## src/rtl/mcu_alu_pkg.sv

```systemverilog
// Shared opcode map, FSM encoding and PSW flag indices for the sequential 8051 ALU.
package mcu_alu_pkg;

   localparam int unsigned OP_W  = 5;
   localparam int unsigned FLG_W = 3;

   localparam logic [OP_W-1:0] OP_ADD  = 5'h00;
   localparam logic [OP_W-1:0] OP_ADDC = 5'h01;
   localparam logic [OP_W-1:0] OP_INC  = 5'h02;
   localparam logic [OP_W-1:0] OP_DEC  = 5'h03;
   localparam logic [OP_W-1:0] OP_SUBB = 5'h04;
   localparam logic [OP_W-1:0] OP_MUL  = 5'h05;
   localparam logic [OP_W-1:0] OP_DIV  = 5'h06;
   localparam logic [OP_W-1:0] OP_DA   = 5'h07;
   localparam logic [OP_W-1:0] OP_ANL  = 5'h08;
   localparam logic [OP_W-1:0] OP_ORL  = 5'h09;
   localparam logic [OP_W-1:0] OP_XRL  = 5'h0A;
   localparam logic [OP_W-1:0] OP_SETB = 5'h0B;
   localparam logic [OP_W-1:0] OP_CLR  = 5'h0C;
   localparam logic [OP_W-1:0] OP_CPL  = 5'h0D;
   localparam logic [OP_W-1:0] OP_RL   = 5'h0E;
   localparam logic [OP_W-1:0] OP_RLC  = 5'h0F;
   localparam logic [OP_W-1:0] OP_RR   = 5'h10;
   localparam logic [OP_W-1:0] OP_RRC  = 5'h11;
   localparam logic [OP_W-1:0] OP_SWAP = 5'h12;
   localparam logic [OP_W-1:0] OP_LAST = 5'h12;

   typedef enum logic [1:0] {
      ST_IDLE = 2'd0,
      ST_ITER = 2'd1,
      ST_FIN  = 2'd2
   } state_e;

   // Bit positions inside the {cy,ac,ov} flag_upd mask
   localparam int unsigned FLG_CY = 2;
   localparam int unsigned FLG_AC = 1;
   localparam int unsigned FLG_OV = 0;

endpackage

```

## src/rtl/mcu_alu_muldiv.sv

```systemverilog
// Iterative shift-add multiplier / restoring divider, one bit per step.
// lo_c/hi_c present the value the current step produces, so the caller can capture the final step directly.
module mcu_alu_muldiv #(
   parameter int unsigned DW = 8
) (
   input  logic          clk,
   input  logic          rst_n,
   input  logic          load,
   input  logic          step,
   input  logic          is_div,
   input  logic [DW-1:0] a,
   input  logic [DW-1:0] b,
   output logic [DW-1:0] lo_c,
   output logic [DW-1:0] hi_c
);

   logic [DW-1:0] hi_q, hi_d;
   logic [DW-1:0] lo_q, lo_d;
   logic [DW-1:0] b_q, b_d;
   logic [DW:0]   madd;
   logic [DW:0]   shl;
   logic          ge;

   // hi holds the partial product / running remainder, lo the multiplier / quotient
   always_comb begin
      madd = {1'b0, hi_q} + (lo_q[0] ? {1'b0, b_q} : '0);
      shl  = {hi_q, lo_q[DW-1]};
      ge   = (shl >= {1'b0, b_q});
      if (is_div) begin
         hi_c = ge ? (shl[DW-1:0] - b_q) : shl[DW-1:0];
         lo_c = {lo_q[DW-2:0], ge};
      end else begin
         hi_c = madd[DW:1];
         lo_c = {madd[0], lo_q[DW-1:1]};
      end
      hi_d = hi_q;
      lo_d = lo_q;
      b_d  = b_q;
      if (load) begin
         hi_d = '0;
         lo_d = a;
         b_d  = b;
      end else if (step) begin
         hi_d = hi_c;
         lo_d = lo_c;
      end
   end

   always_ff @(posedge clk) begin
      if (!rst_n) begin
         hi_q <= '0;
         lo_q <= '0;
         b_q  <= '0;
      end else begin
         hi_q <= hi_d;
         lo_q <= lo_d;
         b_q  <= b_d;
      end
   end

endmodule

```

## src/rtl/mcu_alu_seq.sv

```systemverilog
// Registered 8051 ALU with start/busy/done handshake, iterative MUL/DIV and full PSW flag generation.
module mcu_alu_seq
   import mcu_alu_pkg::*;
#(
   parameter int unsigned DW    = 8,
   parameter int unsigned CNT_W = $clog2(DW + 1)
) (
   input  logic             clk,
   input  logic             rst_n,
   input  logic             start,
   input  logic [OP_W-1:0]  op,
   input  logic [DW-1:0]    a_data,
   input  logic [DW-1:0]    b_data,
   input  logic             c_in,
   input  logic             ac_in,
   output logic             busy,
   output logic             done,
   output logic [DW-1:0]    ans,
   output logic [DW-1:0]    ans_hi,
   output logic             cy_out,
   output logic             ac_out,
   output logic             ov_out,
   output logic             p_out,
   output logic [FLG_W-1:0] flag_upd,
   output logic             illegal_op
);

   localparam int unsigned XW  = DW + 1;
   localparam int unsigned NIB = DW / 4;
   localparam int unsigned HW  = DW / 2;

   state_e            state_q, state_d;
   logic [CNT_W-1:0]  cnt_q, cnt_d;
   logic              busy_q, busy_d;
   logic              done_q, done_d;
   logic              ill_q, ill_d;
   logic              div_q, div_d;
   logic [DW-1:0]     ans_q, ans_d;
   logic [DW-1:0]     hi_q, hi_d;
   logic              cy_q, cy_d;
   logic              ac_q, ac_d;
   logic              ov_q, ov_d;
   logic              p_q, p_d;
   logic [FLG_W-1:0]  upd_q, upd_d;

   logic [XW-1:0]     add_s, sub_s, da_v;
   logic [DW-1:0]     sc_ans, sc_hi;
   logic              sc_cy, sc_ac, sc_ov, sc_ill;
   logic [FLG_W-1:0]  sc_upd;
   logic              is_iter_c;

   logic              md_load, md_step;
   logic [DW-1:0]     md_lo_c, md_hi_c;

   mcu_alu_muldiv #(.DW(DW)) u_muldiv (
      .clk    (clk),
      .rst_n  (rst_n),
      .load   (md_load),
      .step   (md_step),
      .is_div (div_q),
      .a      (a_data),
      .b      (b_data),
      .lo_c   (md_lo_c),
      .hi_c   (md_hi_c)
   );

   // Single-cycle datapath straight from the inputs; its result is registered at the capture edge
   always_comb begin
      add_s = {1'b0, a_data} + {1'b0, b_data} + XW'((op == OP_ADDC) & c_in);
      sub_s = {1'b0, a_data} - {1'b0, b_data} - XW'(c_in);
      da_v  = {1'b0, a_data};
      for (int i = 0; i < int'(NIB); i++) begin
         if ((da_v[4*i +: 4] > 4'd9) || ((i == 0) && ac_in) || ((i == int'(NIB) - 1) && c_in))
            da_v = da_v + (XW'(6) << (4 * i));
      end

      sc_ans = '0;
      sc_hi  = '0;
      sc_cy  = 1'b0;
      sc_ac  = 1'b0;
      sc_ov  = 1'b0;
      sc_upd = '0;
      sc_ill = 1'b0;
      // Nibble carry/borrow and MSB carry-in recovered as a^b^result of the bit above
      case (op)
         OP_ADD, OP_ADDC: begin
            sc_ans = add_s[DW-1:0];
            sc_cy  = add_s[DW];
            sc_ac  = a_data[4] ^ b_data[4] ^ add_s[4];
            sc_ov  = add_s[DW] ^ a_data[DW-1] ^ b_data[DW-1] ^ add_s[DW-1];
            sc_upd = 3'b111;
         end
         OP_SUBB: begin
            sc_ans = sub_s[DW-1:0];
            sc_cy  = sub_s[DW];
            sc_ac  = a_data[4] ^ b_data[4] ^ sub_s[4];
            sc_ov  = sub_s[DW] ^ a_data[DW-1] ^ b_data[DW-1] ^ sub_s[DW-1];
            sc_upd = 3'b111;
         end
         OP_INC:  sc_ans = a_data + DW'(1);
         OP_DEC:  sc_ans = a_data - DW'(1);
         OP_MUL:  sc_ans = '0;
         OP_DIV: begin
            sc_ans = '1;
            sc_hi  = a_data;
            sc_ov  = 1'b1;
            sc_upd = 3'b101;
         end
         OP_DA: begin
            sc_ans = da_v[DW-1:0];
            sc_cy  = c_in | da_v[DW];
            sc_upd = 3'b100;
         end
         OP_ANL:  sc_ans = a_data & b_data;
         OP_ORL:  sc_ans = a_data | b_data;
         OP_XRL:  sc_ans = a_data ^ b_data;
         OP_SETB: begin
            sc_ans = DW'(1);
            sc_cy  = 1'b1;
            sc_upd = 3'b100;
         end
         OP_CLR:  sc_upd = 3'b100;
         OP_CPL:  sc_ans = ~a_data;
         OP_RL:   sc_ans = {a_data[DW-2:0], a_data[DW-1]};
         OP_RLC: begin
            sc_ans = {a_data[DW-2:0], c_in};
            sc_cy  = a_data[DW-1];
            sc_upd = 3'b100;
         end
         OP_RR:   sc_ans = {a_data[0], a_data[DW-1:1]};
         OP_RRC: begin
            sc_ans = {c_in, a_data[DW-1:1]};
            sc_cy  = a_data[0];
            sc_upd = 3'b100;
         end
         OP_SWAP: sc_ans = {a_data[HW-1:0], a_data[DW-1:HW]};
         default: sc_ill = 1'b1;
      endcase
   end

   assign is_iter_c = (op == OP_MUL) || ((op == OP_DIV) && (b_data != '0));

   // Next-state and output logic; results hold until the next done
   always_comb begin
      state_d = state_q;
      cnt_d   = cnt_q;
      busy_d  = busy_q;
      done_d  = 1'b0;
      ill_d   = 1'b0;
      div_d   = div_q;
      ans_d   = ans_q;
      hi_d    = hi_q;
      cy_d    = cy_q;
      ac_d    = ac_q;
      ov_d    = ov_q;
      upd_d   = upd_q;
      md_load = 1'b0;
      md_step = 1'b0;
      case (state_q)
         ST_ITER: begin
            md_step = 1'b1;
            cnt_d   = cnt_q + CNT_W'(1);
            if (cnt_q == CNT_W'(DW - 1)) begin
               state_d = ST_FIN;
               busy_d  = 1'b0;
               done_d  = 1'b1;
               ans_d   = md_lo_c;
               hi_d    = md_hi_c;
               cy_d    = 1'b0;
               ac_d    = 1'b0;
               ov_d    = !div_q && (md_hi_c != '0);
               upd_d   = 3'b101;
            end
         end
         default: begin
            // IDLE and FIN both have busy low, so either may accept a new operation
            state_d = ST_IDLE;
            if (start) begin
               if (is_iter_c) begin
                  state_d = ST_ITER;
                  busy_d  = 1'b1;
                  cnt_d   = '0;
                  md_load = 1'b1;
                  div_d   = (op == OP_DIV);
               end else begin
                  done_d = 1'b1;
                  ans_d  = sc_ans;
                  hi_d   = sc_hi;
                  cy_d   = sc_cy;
                  ac_d   = sc_ac;
                  ov_d   = sc_ov;
                  upd_d  = sc_upd;
                  ill_d  = sc_ill;
               end
            end
         end
      endcase
      p_d = ^ans_d;
   end

   always_ff @(posedge clk) begin
      if (!rst_n) begin
         state_q <= ST_IDLE;
         cnt_q   <= '0;
         busy_q  <= 1'b0;
         done_q  <= 1'b0;
         ill_q   <= 1'b0;
         div_q   <= 1'b0;
         ans_q   <= '0;
         hi_q    <= '0;
         cy_q    <= 1'b0;
         ac_q    <= 1'b0;
         ov_q    <= 1'b0;
         p_q     <= 1'b0;
         upd_q   <= '0;
      end else begin
         state_q <= state_d;
         cnt_q   <= cnt_d;
         busy_q  <= busy_d;
         done_q  <= done_d;
         ill_q   <= ill_d;
         div_q   <= div_d;
         ans_q   <= ans_d;
         hi_q    <= hi_d;
         cy_q    <= cy_d;
         ac_q    <= ac_d;
         ov_q    <= ov_d;
         p_q     <= p_d;
         upd_q   <= upd_d;
      end
   end

   assign busy       = busy_q;
   assign done       = done_q;
   assign ans        = ans_q;
   assign ans_hi     = hi_q;
   assign cy_out     = cy_q;
   assign ac_out     = ac_q;
   assign ov_out     = ov_q;
   assign p_out      = p_q;
   assign flag_upd   = upd_q;
   assign illegal_op = ill_q;

endmodule

```

## config.mk

```make
export PLATFORM = sky130hd
export DESIGN_NAME = mcu_alu_seq
export DESIGN_NICKNAME = d
export VERILOG_FILES = /design/src/rtl/mcu_alu_pkg.sv /design/src/rtl/mcu_alu_muldiv.sv /design/src/rtl/mcu_alu_seq.sv
export SDC_FILE = /design/constraint.sdc
export NUM_CORES = 1
export LEC_CHECK = 0
export ABC_AREA = 1
export CELL_PAD_IN_SITES_DETAIL_PLACEMENT = 1
export CELL_PAD_IN_SITES_GLOBAL_PLACEMENT = 1
export CORE_ASPECT_RATIO = 2
export CORE_UTILIZATION = 31
export CTS_CLUSTER_DIAMETER = 200
export DETAILED_ROUTE_END_ITERATION = 12
export GPL_ROUTABILITY_DRIVEN = 0
export MAX_ROUTING_LAYER = met4
export PLACE_DENSITY = 0.73
export SLEW_MARGIN = 20
export SYNTH_ARGS = -nofsm -noshare
export SYNTH_HDL_FRONTEND = slang
export SYNTH_SLANG_ARGS = --single-unit
```

## constraint.sdc

```tcl
create_clock -name clk -period 3.4 [get_ports clk]
set_input_delay 0.68 -clock clk [delete_from_list [all_inputs] [get_ports clk]]
set_output_delay 0.68 -clock clk [all_outputs]
set_load 0.005 [all_outputs]
```

==> impl_metrics.toml, run 1 <==
[sta]
skew_ns = 0.00999
layout_min_cycle_time_ns = 3.40
period_share_pct = 100
drv_slew = 0
hold_viol_final = 0
worst_slew_pin_slew_ns = 0.500
relSlewSlack_pct = 66.3
rsz0062_at_grt = "true"
setup_viol = 1
setup_slack_ns = -0.00281
finalSetupTns_ns = -0.00281
timing.fmax_mhz = 294

[global_route]
grt_pass1_wl_um = 41600
grt_overflow = 0
grtUsageTotal_pct = 28.5
first_global_vias = 7958
grt_max_degree = 39
antenna_found_initial = 0

[yosys]
synthTopCellsByArea = "dfxtp_1 (19%), nand2_1 (17%), ha_1 (12%), inv_1 (7.1%), a21oi_1 (6.6%)"
synth_area_per_cell_um2 = 6.22
ys_seq_area_share_pct = 19.2
yosys_warnings = 0
syn_inst = 956
syn-num-nets = 1044
synthTopCellsByCount = "nand2_1 (272), inv_1 (112), a21oi_1 (79), nor2_1 (74), dfxtp_1 (57)"
synth_edf_count = 0
synth-seq-cells = 57
yosysTopAreaCellShare_pct = 19.2
yosysMostFrequentCell = "nand2_1"
netlist_area_um2 = 5950
synth_async_sr_flop_share_pct = 0
ys.flop_type = "dfxtp_1"
synth_cell_types = 46
synth_top_cell_by_area = "dfxtp_1"

[min_path]
min_path_cells = 2
hold_class = "reg2reg"
hold_end = "busy$_SDFFE_PN0P_"
min_from = "busy$_SDFFE_PN0P_"

[outcome]
violations = "setup timing"
outcome = "complete, but fails checks"

[finish]
area_growth_syn_to_layout_pct = 41.0
num-fill-cells = 2520
drive_gt1_share_pct = 24.7
final_util_pct = 44.5
num_antenna_cells = 0
nNetsFinal = 1234
fin_area_um2 = 8390

[pwr]
vdd_ir_drop_max_mv = 0.233
power.leakage_nw = 4.11
fin_total_pwr_mw = 2.46
power_density_nw_per_um2 = 293

[floorplanning]
die_h_um = 198
top_level_ports = 52
core-area_um2 = 18800
die_x_um = 100
dieArea_um2 = 19800
num_rows = 71
start_util_pct = 31.6

[drt]
drtAntennaViolNets = 0
remaining_drc_errors = 0
vias = 7470
first_pass_iters = 4
drt-wirelength-per-cell_um = 18.9
drtIter0Drc = 302
vias_per_cell = 5.31
routed_wl_um = 26600

[clock_tree]
cts_max_level = 3
clock-sinks = 57
clk_latency_ns = 0.33
numCtsBuffers = 9
cts_tree = "built"
cts_root_buf = "clkbuf_16"
clk_pin_slew_ns = 0.05
cts_buffer_depth = 2

[setup_path]
cp-start-kind = "input pin"
cp_slowest_cell = "clkdlybuf4s50_1"
cp-end-kind = "register"
r2r_slack_ns = 0.47
crit_path_max_fanout = 8
worst-path-buf-inv = 4
crit_path_frequent_cell = "nand2_1"
r2r-start = "u_muldiv.b_q[2]$_SDFFE_PN0P_"
critPathTopFamily = "simple AND/OR/NAND/NOR gates"
crit_type = "in2reg"
required_ns = 3.62
critPathMaxStageDelay_ns = 0.49
rr_endpoint = "p_out$_SDFF_PN0_"
reg2reg_depth = 23
path_cells = "clkdlybuf4s50_1 -> inv_2 -> ha_2 -> a21oi_1 -> nand2_1 -> or2_2 -> nand3_1 -> nand2_1 -> inv_1 -> nand3_1 -> nand2_2 -> nand2_2 -> a21boi_2 -> nand2_1 -> nand2_1 -> nand3_1 -> nand2_1 -> inv_2 -> a21oi_2 -> nor2_2"
crit_arrival_ns = 3.62

[placement]
post-dp-hpwl_um = 21800
placed_area_um2 = 7790
pre_cts_ws_ns = -0.844
io_buffer_count = 51

[run]
timing.max_cap.violations = 0
## worst register-to-register path, delay by kind of cell (launching register included)
family	cells	cell delay, ns
AOI/OAI and AO/OA	2	0.32
buffers and inverters	4	0.35
adders and majority gates	1	0.36
DFF	1	0.34
and+or+nand+nor	16	1.43
## metrics by stage
stage | instances | hold WS [ns]
floorplan | 956 | 0.453
global placement | 1382 | 0.466
detailed placement | 1382 | 0.468
CTS | 1400 | 0.476
global route | 1406 | 0.493
finish | 1406 | 0.469
## metal layers
layer  global-route usage [%]  share of wire, %  up-vias
met5                        -                 0        -
met4                     21.1               8.4        0
met3                     2.15               2.6      119
met2                     55.0                56      226
met1                     25.3                33     3595
li1                         -                 -     3530
## layout make-up
class	count	area [µm²]	share of cell area [%]
Timing Repair Buffer	206	1680	20.1
Multi-Input combinational cell	743	4460	53.1
Clock buffer	11	243	2.89
Clock inverter	5	55.1	0.656
Inverter	129	492	5.86
Tap cell	255	319	3.80
Sequential cell	57	1140	13.6
## power by group
part	total, mW	leakage [nW]	switching, mW	internal, mW
logic	0.841	3.51	0.470	0.371
clock network	0.906	0.142	0.322	0.584
registers	0.711	0.463	0.0184	0.693
total	2.46	4.11	0.810	1.65
## cell families after synthesis
logic type	synth area share, %
AO/OA/AOI/OAI	18.3
XOR/XNOR	3.24
adder cells (fa/ha/maj)	13.9
buffers and inverters	10.2
flip-flops	19.2
AND/OR/NAND/NOR	35.3
## registers in the layout, indices dropped and copies added, names as in the netlist, 2 cells and up
| name | cells |
|---|---|
| flag_upd | 3 |
| cnt_q | 4 |
| ans_hi | 8 |
| u_muldiv.b_q | 8 |
| u_muldiv.hi_q | 8 |
| state_q | 2 |
| ans | 8 |
| u_muldiv.lo_q | 8 |
## worst max-delay path by stage
stage	from	to	slack (ns)	depth (start not counted)
2_1_floorplan	op[1]	p_out$_SDFF_PN0_	0.11	28
3_3_place_gp	c_in	p_out$_SDFF_PN0_	-0.79	21
3_5_place_dp	op[3]	p_out$_SDFF_PN0_	-0.84	28
4_1_cts	a_data[4]	p_out$_SDFF_PN0_	0.004	21
5_1_grt	a_data[2]	p_out$_SDFF_PN0_	-0.24	22
6_report	a_data[2]	p_out$_SDFF_PN0_	-0.003	20
## what timing repair did
| item | CTS | global route |
|---|---|---|
| hold buffers | 0 | 0 |
| gates resized for setup | 47 | 50 |
| buffers inserted | 2 | 6 |
| setup endpoints to repair | 8 | 5 |
| pin swaps | 18 | 34 |
## layout by cell type (no fill, tap or decap), types with 3 or more instances in the layout
cell type and instances:
nand2_1 256, buf_4 152, inv_1 103, a21oi_1 75, nor2_1 66, dfxtp_1 57
o21ai_0 48, ha_1 48, clkdlybuf4s50_1 41, nand3_1 37, nand4_1 27, nand2_2 23
inv_2 19, xor2_1 14, o22ai_1 12, a22oi_1 12, nor2_4 11, a31oi_1 11
nor2_2 10, nor3_1 10, clkbuf_16 9, xnor2_1 8, o211ai_1 7, nand3_2 6
a21oi_2 6, ha_4 6, or2_2 5, nand3b_1 5, clkinv_1 4, nand2_4 4
nor3_2 4, o221ai_1 4, fa_2 4, inv_4 3, o21a_1 3, fa_1 3
clkbuf_2 3
(Power assumes the default switching activity.)
==> run 2, diff against run 1 <==
Settings changed: SETUP_SLACK_MARGIN set to 0.2.
==> impl_metrics.toml, run 2 (synthesized netlist as in run 1, its figures left out) <==
[drt]
drtAntennaViolNets = 0
routed_wl_um = 27000
drt-wirelength-per-cell_um = 19.2
drtIter0Drc = 250
remaining_drc_errors = 0
vias_per_cell = 5.30
first_pass_iters = 5
vias = 7485

[setup_path]
crit_arrival_ns = 3.48
cp-end-kind = "register"
crit_type = "in2reg"
required_ns = 3.63
crit_path_max_fanout = 2
cp-start-kind = "input pin"

[clock_tree]
cts_tree = "built"
numCtsBuffers = 9
clk_pin_slew_ns = 0.05
clock-sinks = 57
cts_max_level = 3
cts_buffer_depth = 2
cts_root_buf = "clkbuf_16"
clk_latency_ns = 0.33

[floorplanning]
die_h_um = 198
die_x_um = 100
start_util_pct = 31.6
dieArea_um2 = 19800
top_level_ports = 52
core-area_um2 = 18800
num_rows = 71

[placement]
placed_area_um2 = 7780
dp.cells = 1379
pre_cts_ws_ns = -0.814
io_buffer_count = 51
post-dp-hpwl_um = 21400

[finish]
num_antenna_cells = 0
fin_area_um2 = 8600
mostFrequentLayoutCells = "nand2_1 (251), buf_4 (154), inv_1 (97)"
multi_input_area_um2 = 4550
layout_commonest_cell = "nand2_1"
num-fill-cells = 2504
fin_cells = 1412
area_growth_syn_to_layout_pct = 44.5
nNetsFinal = 1241
seqCellArea_um2 = 1140
drive_gt1_share_pct = 27.1

[sta]
setup_slack_ns = 0.143
finalSetupTns_ns = 0
worst_slew_pin_slew_ns = 0.852
layout_min_cycle_time_ns = 3.26
rsz0062_at_grt = "true"
skew_ns = 0.00678
hold_ws_ns = 0.461
timing.fmax_mhz = 307
drv_slew = 0
period_share_pct = 95.8
relSlewSlack_pct = 43.0
hold_viol_final = 0
setup_viol = 0

[outcome]
outcome = "completed"

[pwr]
power_density_nw_per_um2 = 291
power_frac_seq_pct = 28.4
p_switching_mw = 0.816
power.leakage_nw = 4.24
switching_share_pct = 32.7
combPwrFrac_pct = 35.1
p_int_mw = 1.68
clock_power_share_pct = 36.5
vdd_ir_drop_max_mv = 0.234

[global_route]
grtUsageTotal_pct = 28.7
grt_pass1_wl_um = 41800
grt_overflow = 0
antenna_found_initial = 0
grt_max_degree = 39
first_global_vias = 8179

[min_path]
hold_class = "reg2reg"

[run]
timing.max_cap.violations = 0
-- run 2: changes by cell type in the layout (fill, tap and decap cells not counted), sizes merged --
cell	delta
buf	+9
clkinvlp	-2
clkdlybuf4s50	-8
clkdlybuf4s15	+2
dlymetal6s2s	+7
clkbuf	-2
-- run 2: through the flow --
step	total power [mW]	utilization (%)
4_1_cts	2.46	44.5
2_1_floorplan	1.10	-
3_3_place_gp	1.46	41.3
6_report	2.50	45.7
5_1_grt	2.61	45.7
3_5_place_dp	1.48	41.3
-- run 2: path summary, 6_finish.rpt --
| path | endpoint | slack (ns) | depth (start not counted) | startpoint |
|---|---|---|---|---|
| worst max-delay path | p_out$_SDFF_PN0_ | 0.14 | 23 | b_data[0] |
| worst min-delay path | flag_upd[1]$_SDFFE_PN0P_ | 0.46 | 2 | flag_upd[1]$_SDFFE_PN0P_ |
| worst max register to register | p_out$_SDFF_PN0_ | 0.45 | 23 | u_muldiv.b_q[2]$_SDFFE_PN0P_ |
| worst min register to register | flag_upd[1]$_SDFFE_PN0P_ | 0.46 | 2 | flag_upd[1]$_SDFFE_PN0P_ |
-- run 2: power by group through the flow --
| stage | Combinational (mW) | Clock, mW | Sequential (mW) |
|---|---|---|---|
| 3_5_place_dp | 0.761 | 0 | 0.723 |
| 5_1_grt | 0.952 | 0.945 | 0.711 |
| 3_3_place_gp | 0.740 | 0 | 0.722 |
| 4_1_cts | 0.826 | 0.926 | 0.709 |
| 2_1_floorplan | 0.384 | 0 | 0.719 |
| 6_report | 0.878 | 0.912 | 0.709 |
-- run 2: routing by layer --
metal	GRT usage, %	vias to the layer above	routed length [µm]
li1	-	3550	-
met4	25.9	0	2620
met1	24.1	3623	8850
met2	54.2	195	14800
met5	-	-	0
met3	2.68	117	794
-- run 2: area by class of cell --
class | count | share of cell area, %
inverters | 129 | 5.69
well taps | 255 | 3.71
clock inverters | 3 | 0.466
clock buffers | 12 | 2.98
repair buffers | 213 | 20.9
multi-input cells | 743 | 52.9
flip-flops and latches | 57 | 13.3
-- run 2: worst max-delay path, stage by stage --
cell             delay, ns
clkdlybuf4s15_2       0.19
inv_2                 0.05
fa_2                  0.38
fa_2                  0.39
nor2_4                0.11
nor2_2                0.06
nor3_2                0.22
nor2_1                0.08
nor3_2                0.24
nand2_1               0.11
o21ai_2               0.12
buf_4                 0.12
nand2_1               0.04
nand2_1               0.06
nand2_2               0.09
inv_2                 0.08
nand2_1               0.06
nand2_2               0.10
inv_1                 0.06
nand2_2               0.08
nand3_2               0.07
nand2_2               0.06
nor2_2                0.03
-- run 2: what timing repair did --
item                                    in CTS  in global routing
setup buffers                               15                  3
gates resized for setup                     81                 63
gates cloned                                 0                  0
hold buffers                                 0                  0
pin swaps                                   31                 40
endpoints found under the setup margin      10                  7
